`config.mk`:
```
export PLATFORM = sky130hd
export DESIGN_NAME = imem_ctrl_flat
export DESIGN_NICKNAME = d
export VERILOG_FILES = /design/src/rtl/imem_ctrl_if.sv /design/src/rtl/imem_ctrl.sv /design/src/flat_wrapper.sv
export SDC_FILE = /design/constraint.sdc
export NUM_CORES = 1
export LEC_CHECK = 0
export ABC_CLOCK_PERIOD_IN_PS = 2200
export BUFFER_PORTS_ARGS = -buffer_cell sky130_fd_sc_hd__buf_2
export CELL_PAD_IN_SITES_DETAIL_PLACEMENT = 1
export CELL_PAD_IN_SITES_GLOBAL_PLACEMENT = 1
export CORE_MARGIN = 5
export CORE_UTILIZATION = 20
export CTS_BUF_LIST = sky130_fd_sc_hd__clkbuf_16
export DETAILED_ROUTE_END_ITERATION = 12
export PLACE_DENSITY_LB_ADDON = 0.1
export SETUP_SLACK_MARGIN = 0.05
export SLEW_MARGIN = 20
export SYNTH_ARGS = -nofsm -noshare
export SYNTH_HDL_FRONTEND = slang
export SYNTH_SLANG_ARGS = --single-unit
```
`constraint.sdc`:
```
create_clock -name clk -period 2.2 [get_ports clk]
set_clock_uncertainty 0.2 [all_clocks]
set_input_delay 0.22 -clock clk [delete_from_list [all_inputs] [get_ports clk]]
set_output_delay 0.22 -clock clk [all_outputs]
set_load 0.005 [all_outputs]
```
`src/rtl/imem_ctrl_if.sv`:
```
// Instruction memory controller bus: loader stream, core fetch port and
// the single-port instruction RAM, bundled for the controller boundary.
interface imem_ctrl_if #(
  parameter int AW = 10
);
  // loader stream
  logic          ld_valid;
  logic [31:0]   ld_data;
  logic          ld_last;
  logic          ld_ready;
  // core side
  logic          reload;
  logic          fetch_req;
  logic [31:0]   pc;
  logic [31:0]   instr;
  logic          instr_valid;
  logic          fetch_err;
  logic          core_rst_n;
  logic          load_ovf;
  // memory port
  logic [AW-1:0] mem_addr;
  logic          mem_we;
  logic [31:0]   mem_wdata;
  logic [31:0]   mem_rdata;

  // controller side
  modport slave (
    input  ld_valid, ld_data, ld_last, reload, fetch_req, pc, mem_rdata,
    output ld_ready, instr, instr_valid, fetch_err, core_rst_n, load_ovf,
           mem_addr, mem_we, mem_wdata
  );

  // environment side (loader + core + memory)
  modport master (
    output ld_valid, ld_data, ld_last, reload, fetch_req, pc, mem_rdata,
    input  ld_ready, instr, instr_valid, fetch_err, core_rst_n, load_ovf,
           mem_addr, mem_we, mem_wdata
  );
endinterface

```
`src/rtl/imem_ctrl.sv`:
```
// Instruction memory controller: streams a program image into the RAM while
// the core is held in reset, then releases the core and serves its fetches
// with one-cycle latency. The RAM port belongs to the loader in LOAD, to the
// core in RUN.
module imem_ctrl #(
  parameter int          DEPTH = 1024,
  parameter int          AW    = 10,
  parameter logic [31:0] NOP   = 32'h0000_0013
) (
  input  logic       clk,
  input  logic       rst,
  imem_ctrl_if.slave bus
);

  typedef enum logic [1:0] {IDLE, LOAD, RUN} state_t;

  state_t        state, nxt;
  logic [AW-1:0] wr_cnt, wr_cnt_nxt;
  logic          ovf, ovf_nxt;
  logic          ld_rdy, accept, at_end;
  logic          fetch_go, fault;
  logic          vld_q, err_q;

  // Loader is only accepted outside RUN, and never while reset is held so
  // that no write can leak out during reset.
  assign ld_rdy   = rst && (state != RUN);
  assign accept   = bus.ld_valid && ld_rdy;
  assign at_end   = (wr_cnt == AW'(DEPTH - 1));

  // A fetch is launched only in RUN; a same-cycle reload kills it.
  assign fetch_go = (state == RUN) && bus.fetch_req && !bus.reload;
  assign fault    = (bus.pc[1:0] != 2'b00) || (|bus.pc[31:AW+2]);

  // State, write pointer and overflow flag registers
  always_ff @(posedge clk or negedge rst) begin
    if (!rst) begin
      state  <= IDLE;
      wr_cnt <= '0;
      ovf    <= 1'b0;
    end else begin
      state  <= nxt;
      wr_cnt <= wr_cnt_nxt;
      ovf    <= ovf_nxt;
    end
  end

  // Next-state: load sequencing, overflow detection, reload handling
  always_comb begin
    nxt        = state;
    wr_cnt_nxt = wr_cnt;
    ovf_nxt    = ovf;
    case (state)
      IDLE, LOAD: begin
        if (accept) begin
          // a fresh load clears any overflow left from the previous image
          if (state == IDLE) ovf_nxt = 1'b0;
          // the pointer saturates at the last word rather than wrapping
          if (!at_end) wr_cnt_nxt = wr_cnt + 1'b1;
          if (bus.ld_last) begin
            nxt = RUN;
          end else if (at_end) begin
            nxt     = RUN;
            ovf_nxt = 1'b1;
          end else begin
            nxt = LOAD;
          end
        end
      end
      RUN: begin
        if (bus.reload) begin
          nxt        = IDLE;
          wr_cnt_nxt = '0;
        end
      end
      default: nxt = IDLE;
    endcase
  end

  // Fetch response pipeline: valid and fault captured at request time
  always_ff @(posedge clk or negedge rst) begin
    if (!rst) begin
      vld_q <= 1'b0;
      err_q <= 1'b0;
    end else begin
      vld_q <= fetch_go;
      err_q <= fetch_go && fault;
    end
  end

  assign bus.ld_ready    = ld_rdy;
  assign bus.mem_we      = accept;
  assign bus.mem_wdata   = bus.ld_data;
  assign bus.mem_addr    = (state == RUN) ? bus.pc[AW+1:2] : wr_cnt;
  assign bus.core_rst_n  = (state == RUN);
  assign bus.load_ovf    = ovf;
  assign bus.instr_valid = vld_q;
  assign bus.fetch_err   = vld_q && err_q;
  assign bus.instr       = !vld_q ? '0 : (err_q ? NOP : bus.mem_rdata);

endmodule
```
`src/flat_wrapper.sv`:
```
// flat-port wrapper written by rule: the top's interface ports become plain ports
module imem_ctrl_flat 
#(
  parameter int          DEPTH = 1024,
  parameter int          AW    = 10,
  parameter logic [31:0] NOP   = 32'h0000_0013
)
  (clk, rst, bus_ld_valid, bus_ld_data, bus_ld_last, bus_reload, bus_fetch_req, bus_pc, bus_mem_rdata, bus_ld_ready, bus_instr, bus_instr_valid, bus_fetch_err, bus_core_rst_n, bus_load_ovf, bus_mem_addr, bus_mem_we, bus_mem_wdata);
  imem_ctrl_if #(.AW(AW)) bus_i ();
  input  logic clk;
  input  logic rst;
  input wire logic [$bits(bus_i.ld_valid)-1:0] bus_ld_valid;
  input wire logic [$bits(bus_i.ld_data)-1:0] bus_ld_data;
  input wire logic [$bits(bus_i.ld_last)-1:0] bus_ld_last;
  input wire logic [$bits(bus_i.reload)-1:0] bus_reload;
  input wire logic [$bits(bus_i.fetch_req)-1:0] bus_fetch_req;
  input wire logic [$bits(bus_i.pc)-1:0] bus_pc;
  input wire logic [$bits(bus_i.mem_rdata)-1:0] bus_mem_rdata;
  output wire logic [$bits(bus_i.ld_ready)-1:0] bus_ld_ready;
  output wire logic [$bits(bus_i.instr)-1:0] bus_instr;
  output wire logic [$bits(bus_i.instr_valid)-1:0] bus_instr_valid;
  output wire logic [$bits(bus_i.fetch_err)-1:0] bus_fetch_err;
  output wire logic [$bits(bus_i.core_rst_n)-1:0] bus_core_rst_n;
  output wire logic [$bits(bus_i.load_ovf)-1:0] bus_load_ovf;
  output wire logic [$bits(bus_i.mem_addr)-1:0] bus_mem_addr;
  output wire logic [$bits(bus_i.mem_we)-1:0] bus_mem_we;
  output wire logic [$bits(bus_i.mem_wdata)-1:0] bus_mem_wdata;
  assign bus_i.ld_valid = bus_ld_valid;
  assign bus_i.ld_data = bus_ld_data;
  assign bus_i.ld_last = bus_ld_last;
  assign bus_i.reload = bus_reload;
  assign bus_i.fetch_req = bus_fetch_req;
  assign bus_i.pc = bus_pc;
  assign bus_i.mem_rdata = bus_mem_rdata;
  assign bus_ld_ready = bus_i.ld_ready;
  assign bus_instr = bus_i.instr;
  assign bus_instr_valid = bus_i.instr_valid;
  assign bus_fetch_err = bus_i.fetch_err;
  assign bus_core_rst_n = bus_i.core_rst_n;
  assign bus_load_ovf = bus_i.load_ovf;
  assign bus_mem_addr = bus_i.mem_addr;
  assign bus_mem_we = bus_i.mem_we;
  assign bus_mem_wdata = bus_i.mem_wdata;
  imem_ctrl #(.DEPTH(DEPTH), .AW(AW), .NOP(NOP)) u_core (.clk(clk), .rst(rst), .bus(bus_i));
endmodule
```
* Word level (Yosys, flattened, before mapping) *
Index checks and enable logic that the tools add are counted.

word-level totals
  input bits = 102
  output and inout bits = 80
  flip-flop bits (word level) = 15
  logic and storage cells = 44

operators by class
  eq/ne operators = 7
  reductions and logical operators = 16
  muxes and demuxes = 15
  add/sub/neg operators = 1

operators with widths
  kind                                                                    count
  32-bit two-way mux                                                      2
  10-bit two-way mux                                                      4
  10-bit one-hot mux with 2 select lines                                  1
  20-bit OR reduction                                                     1
  10-bit by 1-bit adder with 10-bit output (second input constant)        1
  10-bit equality test (second input constant)                            1
  2-bit two-way mux                                                       4
  2-bit != test (second input constant)                                   4
  1-bit logical AND                                                       6
  2-bit one-hot mux with 2 select lines                                   1
  2-bit AND reduction                                                     2
  4-bit AND reduction                                                     1
  2-bit nonzero test                                                      2
  1-bit two-way mux                                                       3
  2-bit by 1-bit equality test with 1-bit output (second input constant)  1
  2-bit equality test (second input constant)                             1
  2-bit logical NOT                                                       1
  2-bit OR reduction                                                      1
  1-bit logical NOT                                                       1
  1-bit logical OR                                                        1

* Logic depth before layout (Yosys ltp) *
  word-level depth = 5
  mapped depth = 6
  gate-level depth less buffers = 5

* Least setup slack after synthesis *
No wires, ideal clock.

  path type = flip-flop to flip-flop
  start = register u_core.wr_cnt[0]
  end = register u_core.wr_cnt[6]
  clock period less this slack = 1,866 ps
  path buffers = 0
  setup time = 126 ps
  path slack = 334 ps
  data required time = 1,874 ps
  arrival time = 1,540 ps
  cell stages (with the launch flop) = 6
  cell sequence = dfrtp_1 > ha_1 > and4_1 > a31oi_4 > nor3_1 > a311o_1

on the way
  longest elaborated chain between the ends = 4
  elaborated cells on any way between the ends = 7
  classes of those cells = add/sub (1); eq/ne (2); mux (3); reduce/logical (1)

RTL lines
  item                                      RTL line         source
  start: declaration                        imem_ctrl.sv:18  logic [AW-1:0] wr_cnt, wr_cnt_nxt;
  start signal: assignment                  imem_ctrl.sv:42  wr_cnt <= wr_cnt_nxt;
  10-bit by 1-bit adder with 10-bit output  imem_ctrl.sv:58  if (!at_end) wr_cnt_nxt = wr_cnt + 1'b1;
  10-bit two-way mux                        imem_ctrl.sv:58
  10-bit two-way mux                        imem_ctrl.sv:54  if (accept) begin
  10-bit one-hot mux with 2 select lines    imem_ctrl.sv:52  case (state)

Several ways; a longest one is shown, not always the timed one. The select of a mux whose other input is x is not followed.
A chain may end at the register's enable or synchronous reset.

* Final worst setup path *
Same ends and word-level chain as after synthesis.

==> results.py <==
metrics = {
    "status": {
        "status": "finished, final reports clean",
    },
    "power": {
        "peakVddDrop_uv": 284,
        "p_leak_nw": 1.18,
        "pwr_density_cell_nw_per_um2": 504,
        "power_mw": 1.03,
    },
    "routing": {
        "vias": 1619,
        "antenna_left": 0,
        "drt_wl_total_um": 5920,
        "via_per_inst": 4.34,
        "drt_iter0_drc": 19,
        "wl_per_cell_um": 15.9,
        "drtPass1Iterations": 4,
        "drc": 0,
    },
    "logic_synthesis": {
        "ys_ff_latch": 15,
        "yosys.cell_types.count": 43,
        "ys.flop_type": "dfrtp_1",
        "netlist_area_um2": 1470,
        "syn_area_per_cell_um2": 8.00,
        "async_flop_share_pct": 100,
        "syn_inst": 184,
        "yosysWarnings": 0,
        "ys_seq_area_share_pct": 25.5,
        "synth-edff-count": 0,
        "syn_nets": 287,
    },
    "critical_path": {
        "slowest_delay_ps": 410,
        "crit_buf_inv": 0,
        "cp_slowest_cell": "dfrtp_1",
        "crit_type": "reg -> reg",
        "startpoint_type": "flip-flop",
        "cp_cell_sequence": "ha_1, and4_1, a31oi_4, nor3_1, a311o_1",
        "end_kind": "flip-flop",
        "arrival_ps": 1950,
        "required_ps": 2130,
        "crit_family": "compound AO/OA/AOI/OAI gates",
        "crit_path_max_fanout": 9,
    },
    "placed_design": {
        "place_inst": 364,
        "place_congestion": 0.676,
        "io_buffers": 117,
        "dp_hpwl_um": 4980,
    },
    "timing": {
        "slew_headroom_pct": 72.6,
        "clock.fmax_mhz": 494,
        "drv_slew": 0,
        "tns_ps": 0,
        "finalCritPeriodShare_pct": 92.1,
        "hold_viol_final": 0,
        "tightest_slew_ps": 411,
        "post-route-min-period_ps": 2030,
        "setup_viol": 0,
        "rsz0062_at_grt": "no",
    },
    "run": {
        "cap_violations": 0,
    },
    "die": {
        "die_x_um": 95.8,
        "initial_core_util_pct": 20.4,
        "rows": 31,
        "design.core.area_um2": 7210,
        "fp.dieArea_um2": 9170,
        "die_h_um": 95.8,
        "ioPinCount": 182,
    },
    "cts": {
        "cts_tree": "built",
        "clkSlewWorstSetupHoldPaths_ps": 50,
        "insertion_delay_ps": 250,
        "root_buffer": "clkbuf_16",
        "htree_levels": 1,
        "clockBufferDepth": 2,
        "clock-sinks": 15,
        "numCtsBuffers": 3,
    },
    "grt": {
        "grt_pass1_vias": 1622,
        "grt_use_total_pct": 12.1,
        "grt_pass1_wl_um": 8630,
        "antenna_found_initial": 0,
        "gr-total-overflow": 0,
        "grt_start_max_net_pins": 30,
    },
    "min_path": {
        "hold_class": "in -> reg",
    },
    "layout": {
        "drive_above_1_share_pct": 50.0,
        "multi_input_area_um2": 787,
        "nets": 378,
        "regArea_um2": 375,
        "antennaDiodeCount": 0,
        "fin_cells": 373,
        "fillers": 919,
        "syn_to_final_growth_pct": 39.5,
    },
}
cells in the mapped netlist (all sizes together), types with 2 or more instances:
library cell / count / share of area [%]
clkbuf: 5 / 1.3
dfrtp: 15 / 26
a21oi: 8 / 2.7
nand2: 32 / 8.2
nor4: 4 / 1.7
and2: 31 / 13
nand3: 4 / 1.7
a31oi: 7 / 4.0
buf: 37 / 19
inv: 3 / 0.77
o21a: 4 / 2.0
nor3: 2 / 0.68
and4: 3 / 2.0
and3: 2 / 0.85
a41oi: 2 / 1.2
a21o: 3 / 1.5
nand4: 2 / 0.85
sequential cells by signal, indices dropped and copies added (netlist names):
register                flops
u_core.state                2
u_core.bus.instr_valid      1
u_core.bus.load_ovf         1
u_core.err_q                1
u_core.wr_cnt              10
kinds of logic (layout without fill, tap and decap cells):
| kind of cell | count (synthesis) | after routing | share of synthesized area (%) |
|---|---|---|---|
| mux | 1 | 1 | 0.765 |
| simple gates | 87 | 87 | 32.4 |
| buf+inv | 45 | 135 | 21.0 |
| flops | 15 | 15 | 25.5 |
| fa+ha+maj | 1 | 1 | 0.850 |
| compound gates | 35 | 35 | 19.5 |
report_power, final:
group	total (mW)	internal [mW]	switching, mW
logic	0.306	0.163	0.143
clock network	0.357	0.241	0.116
registers	0.372	0.316	0.0565
timing repair:
item | 4_1_cts | 5_1_grt
resized for setup | 0 | 1
hold buffers | 2 | 0
endpoints found under the setup margin | 0 | 4
hold endpoints to repair | 16 | 0
buffers inserted | 0 | 3
final timing paths:
path / start / end / slack (ps) / cells after the start
min reg2reg: u_core.state[1]$_DFFE_PN0P_ / u_core.state[0]$_DFFE_PN0P_ / 280 / 1
max in group asynchronous: rst / u_core.bus.instr_valid$_DFF_PN0_ / 1280 / 3
min: bus_pc[17] / u_core.err_q$_DFF_PN0_ / 20 / 2
min in group asynchronous: rst / u_core.bus.load_ovf$_DFFE_PN0P_ / 160 / 2
max reg2reg: u_core.wr_cnt[0]$_DFFE_PN0P_ / u_core.wr_cnt[6]$_DFFE_PN0P_ / 170 / 5
max: u_core.wr_cnt[0]$_DFFE_PN0P_ / u_core.wr_cnt[6]$_DFFE_PN0P_ / 170 / 5
cell type report:
type | instances | area share (%)
multi-input combinational | 124 | 38.4
timing repair buffer | 128 | 32.9
sequential | 15 | 18.3
tap | 99 | 6.04
clock buffer | 3 | 3.66
inverter | 3 | 0.549
clock inverter | 1 | 0.183
layout by cell type (no fill, tap or decap), drive strengths merged, types with 7 or more instances in the layout:
cell type | netlist | final
buf | 37 | 125
dfrtp | 15 | 15
a21oi | 8 | 8
and2 | 31 | 31
a31oi | 7 | 7
nand2 | 32 | 32
layer usage:
layer | part of all wire (%) | track usage, % | vias to the layer above
met2 | 46 | 20.9 | 116
met5 | 0 | 0 | -
li1 | - | - | 783
met1 | 36 | 13.3 | 715
met4 | 1.3 | 3.79 | 0
met3 | 17 | 5.55 | 5
per-stage QoR:
stage / util, % / setup slack [ps] / instance area, um^2 / hold WS (ps)
floorplan: - / 334 / 1470 / -276
finish: 28.4 / 174 / 2050 / 22.3
detailed placement: 26.7 / 157 / 1930 / -104
CTS: 28.1 / 104 / 2030 / 22.9
global route: 28.4 / 57.8 / 2050 / 30.6
global placement: 26.7 / 172 / 1930 / -113
Note: power is estimated with default switching activity, not from simulation.
